**src/rtl/iccm_port_arbiter.sv**
```systemverilog
// rtl/iccm_port_arbiter.sv - ICCM port arbiter: UART loader writes vs TL-UL adapter reads
// Optional programmer idle timeout: define ICCM_PROG_TIMEOUT_EN.
module iccm_port_arbiter #(
  parameter int unsigned AW            = 12,
  parameter int unsigned DW            = 32,
  parameter int unsigned TimeoutCycles = 1024
) (
  input  logic          clock,
  input  logic          reset,
  input  logic          prog_we_i,
  input  logic [AW-1:0] prog_addr_i,
  input  logic [DW-1:0] prog_wdata_i,
  input  logic          prog_done_i,
  input  logic          bus_req_i,
  input  logic [AW-1:0] bus_addr_i,
  output logic          bus_gnt_o,
  output logic [DW-1:0] bus_rdata_o,
  output logic          bus_rvalid_o,
  output logic          mem_req_o,
  output logic          mem_we_o,
  output logic [AW-1:0] mem_addr_o,
  output logic [DW-1:0] mem_wdata_o,
  input  logic [DW-1:0] mem_rdata_i,
  input  logic          mem_rvalid_i,
  output logic          core_hold_o,
  output logic [AW:0]   prog_count_o
);

  typedef enum logic [1:0] {BOOT, PROG, DRAIN, RUN} state_e;

  localparam logic [AW:0] CountMax = {1'b1, {AW{1'b0}}};
  localparam logic [AW:0] CountOne = {{AW{1'b0}}, 1'b1};

  state_e      state_q, state_d;
  logic        rd_pend_q, rd_pend_d;
  logic [AW:0] count_q, count_d;
  logic        grant;
  logic        rd_ret;
  logic        timeout_hit;

  // A read may be granted in the same cycle the previous one returns.
  assign grant  = (state_q == RUN) & bus_req_i & ~prog_we_i & (~rd_pend_q | mem_rvalid_i);
  assign rd_ret = rd_pend_q & mem_rvalid_i;

`ifdef ICCM_PROG_TIMEOUT_EN
  localparam int unsigned TW = $clog2(TimeoutCycles + 1);

  logic [TW-1:0] idle_q;
  logic          prog_idle;

  assign prog_idle   = (state_q == PROG) & ~prog_we_i & ~prog_done_i;
  assign timeout_hit = prog_idle & (idle_q == TW'(TimeoutCycles - 1));

  always_ff @(posedge clock or posedge reset) begin
    if (reset) begin
      idle_q <= '0;
    end else if (!prog_idle || timeout_hit) begin
      idle_q <= '0;
    end else begin
      idle_q <= idle_q + 1'b1;
    end
  end
`else
  logic [31:0] unused_timeout;
  assign unused_timeout = TimeoutCycles;
  assign timeout_hit    = 1'b0;
`endif

  always_ff @(posedge clock or posedge reset) begin
    if (reset) begin
      state_q   <= BOOT;
      rd_pend_q <= 1'b0;
      count_q   <= '0;
    end else begin
      state_q   <= state_d;
      rd_pend_q <= rd_pend_d;
      count_q   <= count_d;
    end
  end

  always_comb begin
    state_d   = state_q;
    count_d   = count_q;
    rd_pend_d = grant | (rd_pend_q & ~mem_rvalid_i);

    // A loader write out of RUN starts a fresh image.
    if (prog_we_i) begin
      if (state_q == RUN) begin
        count_d = CountOne;
      end else if (count_q != CountMax) begin
        count_d = count_q + CountOne;
      end
    end

    unique case (state_q)
      BOOT: begin
        if (prog_done_i) begin
          state_d = RUN;
        end else if (prog_we_i) begin
          state_d = PROG;
        end
      end
      PROG: begin
        if (prog_done_i || timeout_hit) begin
          state_d = RUN;
        end
      end
      DRAIN: begin
        if (!rd_pend_q || mem_rvalid_i) begin
          state_d = PROG;
        end
      end
      RUN: begin
        if (prog_we_i) begin
          state_d = rd_pend_q ? DRAIN : PROG;
        end
      end
      default: state_d = BOOT;
    endcase
  end

  // Memory and bus strobes are forced low while reset is asserted.
  always_comb begin
    mem_req_o    = 1'b0;
    mem_we_o     = 1'b0;
    mem_addr_o   = '0;
    mem_wdata_o  = '0;
    bus_gnt_o    = 1'b0;
    bus_rvalid_o = 1'b0;
    bus_rdata_o  = '0;
    core_hold_o  = (state_q != RUN);
    prog_count_o = count_q;
    if (!reset) begin
      mem_req_o    = prog_we_i | grant;
      mem_we_o     = prog_we_i;
      mem_addr_o   = prog_we_i ? prog_addr_i : bus_addr_i;
      mem_wdata_o  = prog_we_i ? prog_wdata_i : '0;
      bus_gnt_o    = grant;
      bus_rvalid_o = rd_ret;
      bus_rdata_o  = rd_ret ? mem_rdata_i : '0;
    end
  end

endmodule

```
**config.mk**
```make
export PLATFORM = sky130hd
export DESIGN_NAME = iccm_port_arbiter
export DESIGN_NICKNAME = d
export VERILOG_FILES = /design/src/rtl/iccm_port_arbiter.sv
export SDC_FILE = /design/constraint.sdc
export NUM_CORES = 1
export LEC_CHECK = 0
export CORE_ASPECT_RATIO = 0.5
export CORE_MARGIN = 4
export CORE_UTILIZATION = 27
export CTS_CLUSTER_DIAMETER = 120
export DETAILED_ROUTE_END_ITERATION = 10
export GPL_ROUTABILITY_DRIVEN = 0
export PLACE_DENSITY = 0.86
export SLEW_MARGIN = 20
export SYNTH_ARGS = -nofsm -noshare
export SYNTH_HDL_FRONTEND = slang
export SYNTH_SLANG_ARGS = --single-unit
export TNS_END_PERCENT = 5
```
**constraint.sdc**
```tcl
create_clock -name clock -period 1.9 [get_ports clock]
set_input_delay 0.19 -clock clock [delete_from_list [all_inputs] [get_ports clock]]
set_output_delay 0.19 -clock clock [all_outputs]
set_load 0.01 [all_outputs]
```
==> results of run 1 <==
-- worst max-delay path, cell delays in order --
cell and delay [ns]:
clkdlybuf4s50_1 0.42, inv_1 0.13, buf_12 0.18, and3_1 0.17
clkdlybuf4s50_1 0.55
-- layout by cell type, fill, tap and decap left out, types with 3 or more instances in the layout --
cell	instances
nor2_1	17
a31oi_1	6
a22o_1	4
and2_1	32
mux2i_1	15
clkdlybuf4s50_1	148
o31ai_1	4
nand2_1	5
dlygate4sd2_1	33
inv_1	5
nor2b_1	3
clkbuf_16	3
nor4_1	4
o21ai_0	12
dfrtp_1	16
dlymetal6s2s_1	4
and3_1	35
nand3_1	9
buf_4	10
-- cell families after synthesis --
family          synth area share, %
buf+inv                        6.75
mux                            9.65
simple gates                   44.1
flops                          25.7
fa+ha+maj                      1.61
compound gates                 12.1
-- final timing paths --
check / end / slack, ns
max: mem_wdata_o[15] / 0.06
min: rd_pend_q / 0.36
max reg2reg: prog_count_o[12] / 0.24
min reg2reg: state_q[0] / 0.52
max in group asynchronous: rd_pend_q / 1.14
min in group asynchronous: prog_count_o[4] / 0.57
-- layout make-up --
class	count	area [sq um]
well taps	73	91.3
multi-input cells	165	1060
fillers	450	1930
repair buffers	198	1940
inverters	6	22.5
clock buffers	4	88.8
flip-flops and latches	16	400
-- layer usage --
| layer | GRT usage (%) | vias to the layer above | routed length, um |
|---|---|---|---|
| li1 | - | 1095 | - |
| met1 | 23.3 | 1022 | 2830 |
| met2 | 37.5 | 68 | 4120 |
| met3 | 3.00 | 8 | 346 |
| met4 | 3.34 | 0 | 79 |
| met5 | 0 | - | 0 |
-- sequential cells by signal (all words and copies together) (netlist names) --
name / cells
prog_count_o: 13
rd_pend_q: 1
state_q: 2
-- timing repair --
action | CTS | global route
resized for setup | 37 | 6
gates cloned | 0 | 0
hold buffers | 0 | 0
endpoints found under the setup margin | 50 | 23
pin swaps | 0 | 0
-- power groups by stage --
stage	combinational [mW]	clock [mW]	sequential, mW
6_report	0.878	0.447	0.471
5_1_grt	0.951	0.473	0.485
4_1_cts	0.883	0.455	0.471
3_5_place_dp	0.892	0	0.473
3_3_place_gp	0.876	0	0.471
2_1_floorplan	0.373	0	0.463
==> impl_metrics.json, run 1 <==
{
  "h-tree-depth": 1,
  "die-height_um": 61.7,
  "vdd_drop_max_mv": 0.668,
  "start_util_pct": 28.1,
  "clkPwrFrac_pct": 24.9,
  "holdCritPathClass": "input port to register",
  "total_power_mw": 1.80,
  "synth_area_sq_um": 1560,
  "max_freq_mhz": 543,
  "crit_type": "input port to output pin",
  "crit_path_start_kind": "input port",
  "track_usage_pct": 19.2,
  "syn_avg_cell_area_sq_um": 7.59,
  "period_needed_ns": 1.84,
  "place_inst": 458,
  "postPlaceCellArea_sq_um": 3530,
  "holdPathStages": 4,
  "pwr-share-seq_pct": 26.2,
  "portBuffers": 187,
  "hold_slack_ns": 0.357,
  "syn_nets": 301,
  "io_pins": 188,
  "outcome": "finished, final reports clean",
  "yosys_warnings": 0,
  "layout-drive-gt1-share_pct": 6.43,
  "grt_max_degree": 34,
  "endpoint_kind": "output pin",
  "dr.first_iter.drc_count": 140,
  "synth_most_common_cell": "and3_1",
  "final_area_sq_um": 3600,
  "synth_edf_count": 0,
  "dp_slack_ns": -0.0684,
  "finalMaxSlewViolations": 0,
  "grt_overflow": 0,
  "finalWirelength_um": 7380,
  "pwr-share-comb_pct": 48.9,
  "area_growth_pct": 132,
  "vias_per_cell": 4.75,
  "first_global_vias": 2142,
  "clkTransAtPathRegs_ns": 0.05,
  "insertion_delay_ns": 0.24,
  "skew_ns": 0.00311,
  "synth.largest_area_cell": "dfrtp_1",
  "ys_seq_area_share_pct": 25.7,
  "clock_path_buffers": 2,
  "power.density_nw_per_um2": 498,
  "synth_ff_type": "dfrtp_1",
  "grt_pass1_wl_um": 10900,
  "setup_viol": 0,
  "wire_per_inst_um": 16.0,
  "async_reset_ff_share_pct": 100,
  "hold_violations": 0,
  "startpoint": "reset",
  "netlist.area_leader.share_pct": 25.7,
  "antennaDiodeCount": 0,
  "switching_share_pct": 31.7,
  "power_leakage_nw": 1.78,
  "synth_cells": 205,
  "cts_root_buf": "clkbuf_16",
  "max_slew_margin_pct": 75.5,
  "cts-buffers-inserted": 3,
  "worstPathRequired_ns": 1.71,
  "clock_sinks": 16,
  "ant_nets": 0,
  "post_cts_buffers": 0,
  "worstMarginPinSlew_ns": 0.363,
  "internal_power_mw": 1.23,
  "rsz0062_at_grt": "no",
  "setup_ws_ns": 0.0598,
  "finalSetupTns_ns": 0,
  "period_share_pct": 96.9,
  "coreArea_sq_um": 5540,
  "min-delay-start": "prog_we_i",
  "die-area_sq_um": 7120,
  "reg2reg_from": "state_q[0]",
  "synth_commonest_cells": "36 x and3_1, 32 x and2_1, 17 x nor2_1, 16 x dfrtp_1, 15 x mux2i_1",
  "dr.pass1.iters": 4,
  "die_x_um": 115,
  "antenna_found_initial": 0,
  "ff2ff_path_depth": 6,
  "yosys_register_bits": 16,
  "vias": 2193,
  "placementRows": 19,
  "ys_types": 32,
  "hpwl_um": 6010,
  "nets": 486,
  "drc": 0,
  "finalNonFillerCells": 462,
  "power_switching_mw": 0.569,
  "tritoncts": "yes",
  "synth.area.top_cells": "dfrtp_1 26%, and3_1 14%, and2_1 13%",
  "cp.arrival_ns": 1.65,
  "crit_fanout": 33,
  "fin_util_pct": 65.1,
  "cap_violations": 0
}
Power figures use the tool's default switching activity.
==> run 2: changes to the inputs <==
PLACE_DENSITY = 0.85   (was 0.86)
==> run 2 against run 1 <==
First-iteration DRC count down 29%. Hold slack worse by 0.045 ns. Non-clock buffer count is 1 higher. Critical path depth is 1 lower. Clock power is 1% higher. Critical endpoint is now core_hold_o.
==> impl_metrics.json, run 2 (synthesized netlist as in run 1, its figures left out) <==
{
  "vdd_drop_max_mv": 0.513,
  "die-height_um": 61.7,
  "cap_violations": 0,
  "cp.arrival_ns": 1.65,
  "die-area_sq_um": 7120,
  "antenna_found_initial": 0,
  "grt_pass1_wl_um": 11100,
  "crit_path_cell_trace": "and2_4 -> buf_4 -> inv_2 -> clkdlybuf4s50_1",
  "first_global_vias": 2220,
  "clkTransAtPathRegs_ns": 0.05,
  "h-tree-depth": 1,
  "grt_max_degree": 34,
  "dp_slack_ns": -0.136,
  "wire_per_inst_um": 16.8,
  "holdCritPathClass": "input port to asynchronous set/reset pin",
  "area_growth_pct": 132,
  "fin_util_pct": 65.1,
  "setup_ws_ns": 0.0600,
  "layout-drive-gt1-share_pct": 6.67,
  "worstMarginPinSlew_ns": 0.334,
  "hold_slack_ns": 0.312,
  "antennaDiodeCount": 0,
  "critPathMaxStageDelay_ns": 0.54,
  "crit_type": "register to output pin",
  "max_freq_mhz": 543,
  "post_cts_buffers": 0,
  "clock_path_buffers": 2,
  "crit_fanout": 13,
  "cts_root_buf": "clkbuf_16",
  "skew_ns": 0.00125,
  "r2r_slack_ns": 0.24,
  "crit_path_start_kind": "register",
  "outcome": "finished, final reports clean",
  "coreArea_sq_um": 5540,
  "dr.first_iter.drc_count": 99,
  "power_leakage_nw": 1.76,
  "placementRows": 19,
  "worstPathRequired_ns": 1.71,
  "start_util_pct": 28.1,
  "insertion_delay_ns": 0.25,
  "grt_overflow": 0,
  "setup_viol": 0,
  "max_slew_margin_pct": 77.4,
  "final_cell_mix": "151 x clkdlybuf4s50_1, 35 x and3_1, 33 x dlygate4sd2_1, 32 x and2_1, 17 x nor2_1",
  "period_needed_ns": 1.84,
  "path_delay_family": "buffers and inverters",
  "postPlaceCellArea_sq_um": 3530,
  "cpMaxStageDelayCell": "clkdlybuf4s50_1",
  "hpwl_um": 6490,
  "tritoncts": "yes",
  "finalWirelength_um": 7770,
  "die_x_um": 115,
  "track_usage_pct": 19.8,
  "drc": 0,
  "vias_per_cell": 4.77,
  "clock_sinks": 16,
  "vias": 2209,
  "period_share_pct": 96.8,
  "ant_nets": 0,
  "io_pins": 188,
  "timing.rr.end": "prog_count_o[12]",
  "ff2ff_path_depth": 5,
  "largest_reg_flops": 13,
  "final_area_sq_um": 3610,
  "hold_violations": 0,
  "final_common_cell": "clkdlybuf4s50_1",
  "portBuffers": 187,
  "nets": 487,
  "cts-buffers-inserted": 3,
  "fillCellCount": 457,
  "power.density_nw_per_um2": 503,
  "endpoint_kind": "output pin",
  "reg2reg_from": "prog_count_o[1]",
  "finalMaxSlewViolations": 0,
  "regArea_sq_um": 400,
  "multi_input_area_sq_um": 1060,
  "cp.buffers_inverters": 3,
  "dr.pass1.iters": 4
}
[run 2: worst reg2reg max path, delay by kind of cell (launching register included)]
family,cells,cell delay [ns]
AND/OR/NAND/NOR,4,0.96
flip-flops,1,0.42
adder cells (fa/ha/maj),1,0.21
[run 2: worst max-delay path by stage]
| stage | start | to | cells past startpoint |
|---|---|---|---|
| 2_1_floorplan | prog_count_o[1] | prog_count_o[12] | 6 |
| 3_3_place_gp | reset | bus_rdata_o[22] | 6 |
| 3_5_place_dp | reset | bus_rdata_o[22] | 6 |
| 4_1_cts | reset | mem_wdata_o[24] | 5 |
| 5_1_grt | reset | mem_wdata_o[31] | 5 |
| 6_report | state_q[0] | core_hold_o | 4 |
[run 2: layout make-up]
cell class / instances / share of cell area [%]
well taps: 73 / 2.53
repair buffers: 199 / 53.9
clock buffers: 4 / 2.46
inverters: 6 / 0.624
flip-flops and latches: 16 / 11.1
multi-input cells: 165 / 29.4
[run 2: repair_timing]
| action | in CTS | in global routing |
|---|---|---|
| resized for setup | 36 | 6 |
| setup endpoints to repair | 34 | 34 |
| pin swaps | 0 | 0 |
| hold buffers | 0 | 0 |
[run 2: stage by stage]
stage | total power, mW | TNS, ns | instances
floorplan | 0.835 | 0 | 205
global placement | 1.35 | -1.08 | 459
detailed placement | 1.38 | -3.26 | 459
CTS | 1.82 | 0 | 463
global route | 1.92 | -0.00793 | 463
finish | 1.82 | 0 | 463
[run 2: power breakdown]
group | switching (mW) | leakage [nW] | total [mW] | internal, mW
Combinational | 0.367 | 1.50 | 0.890 | 0.523
Clock | 0.133 | 0.0442 | 0.453 | 0.320
Sequential | 0.0821 | 0.210 | 0.474 | 0.392
Total | 0.581 | 1.76 | 1.82 | 1.23
[run 2: routing by layer]
| metal | track usage, % | wire, um | share of wire, % |
|---|---|---|---|
| met5 | 0 | 0 | 0 |
| met1 | 24.4 | 3120 | 40 |
| met4 | 5.18 | 144 | 1.9 |
| met3 | 2.42 | 210 | 2.7 |
| met2 | 37.9 | 4290 | 55 |
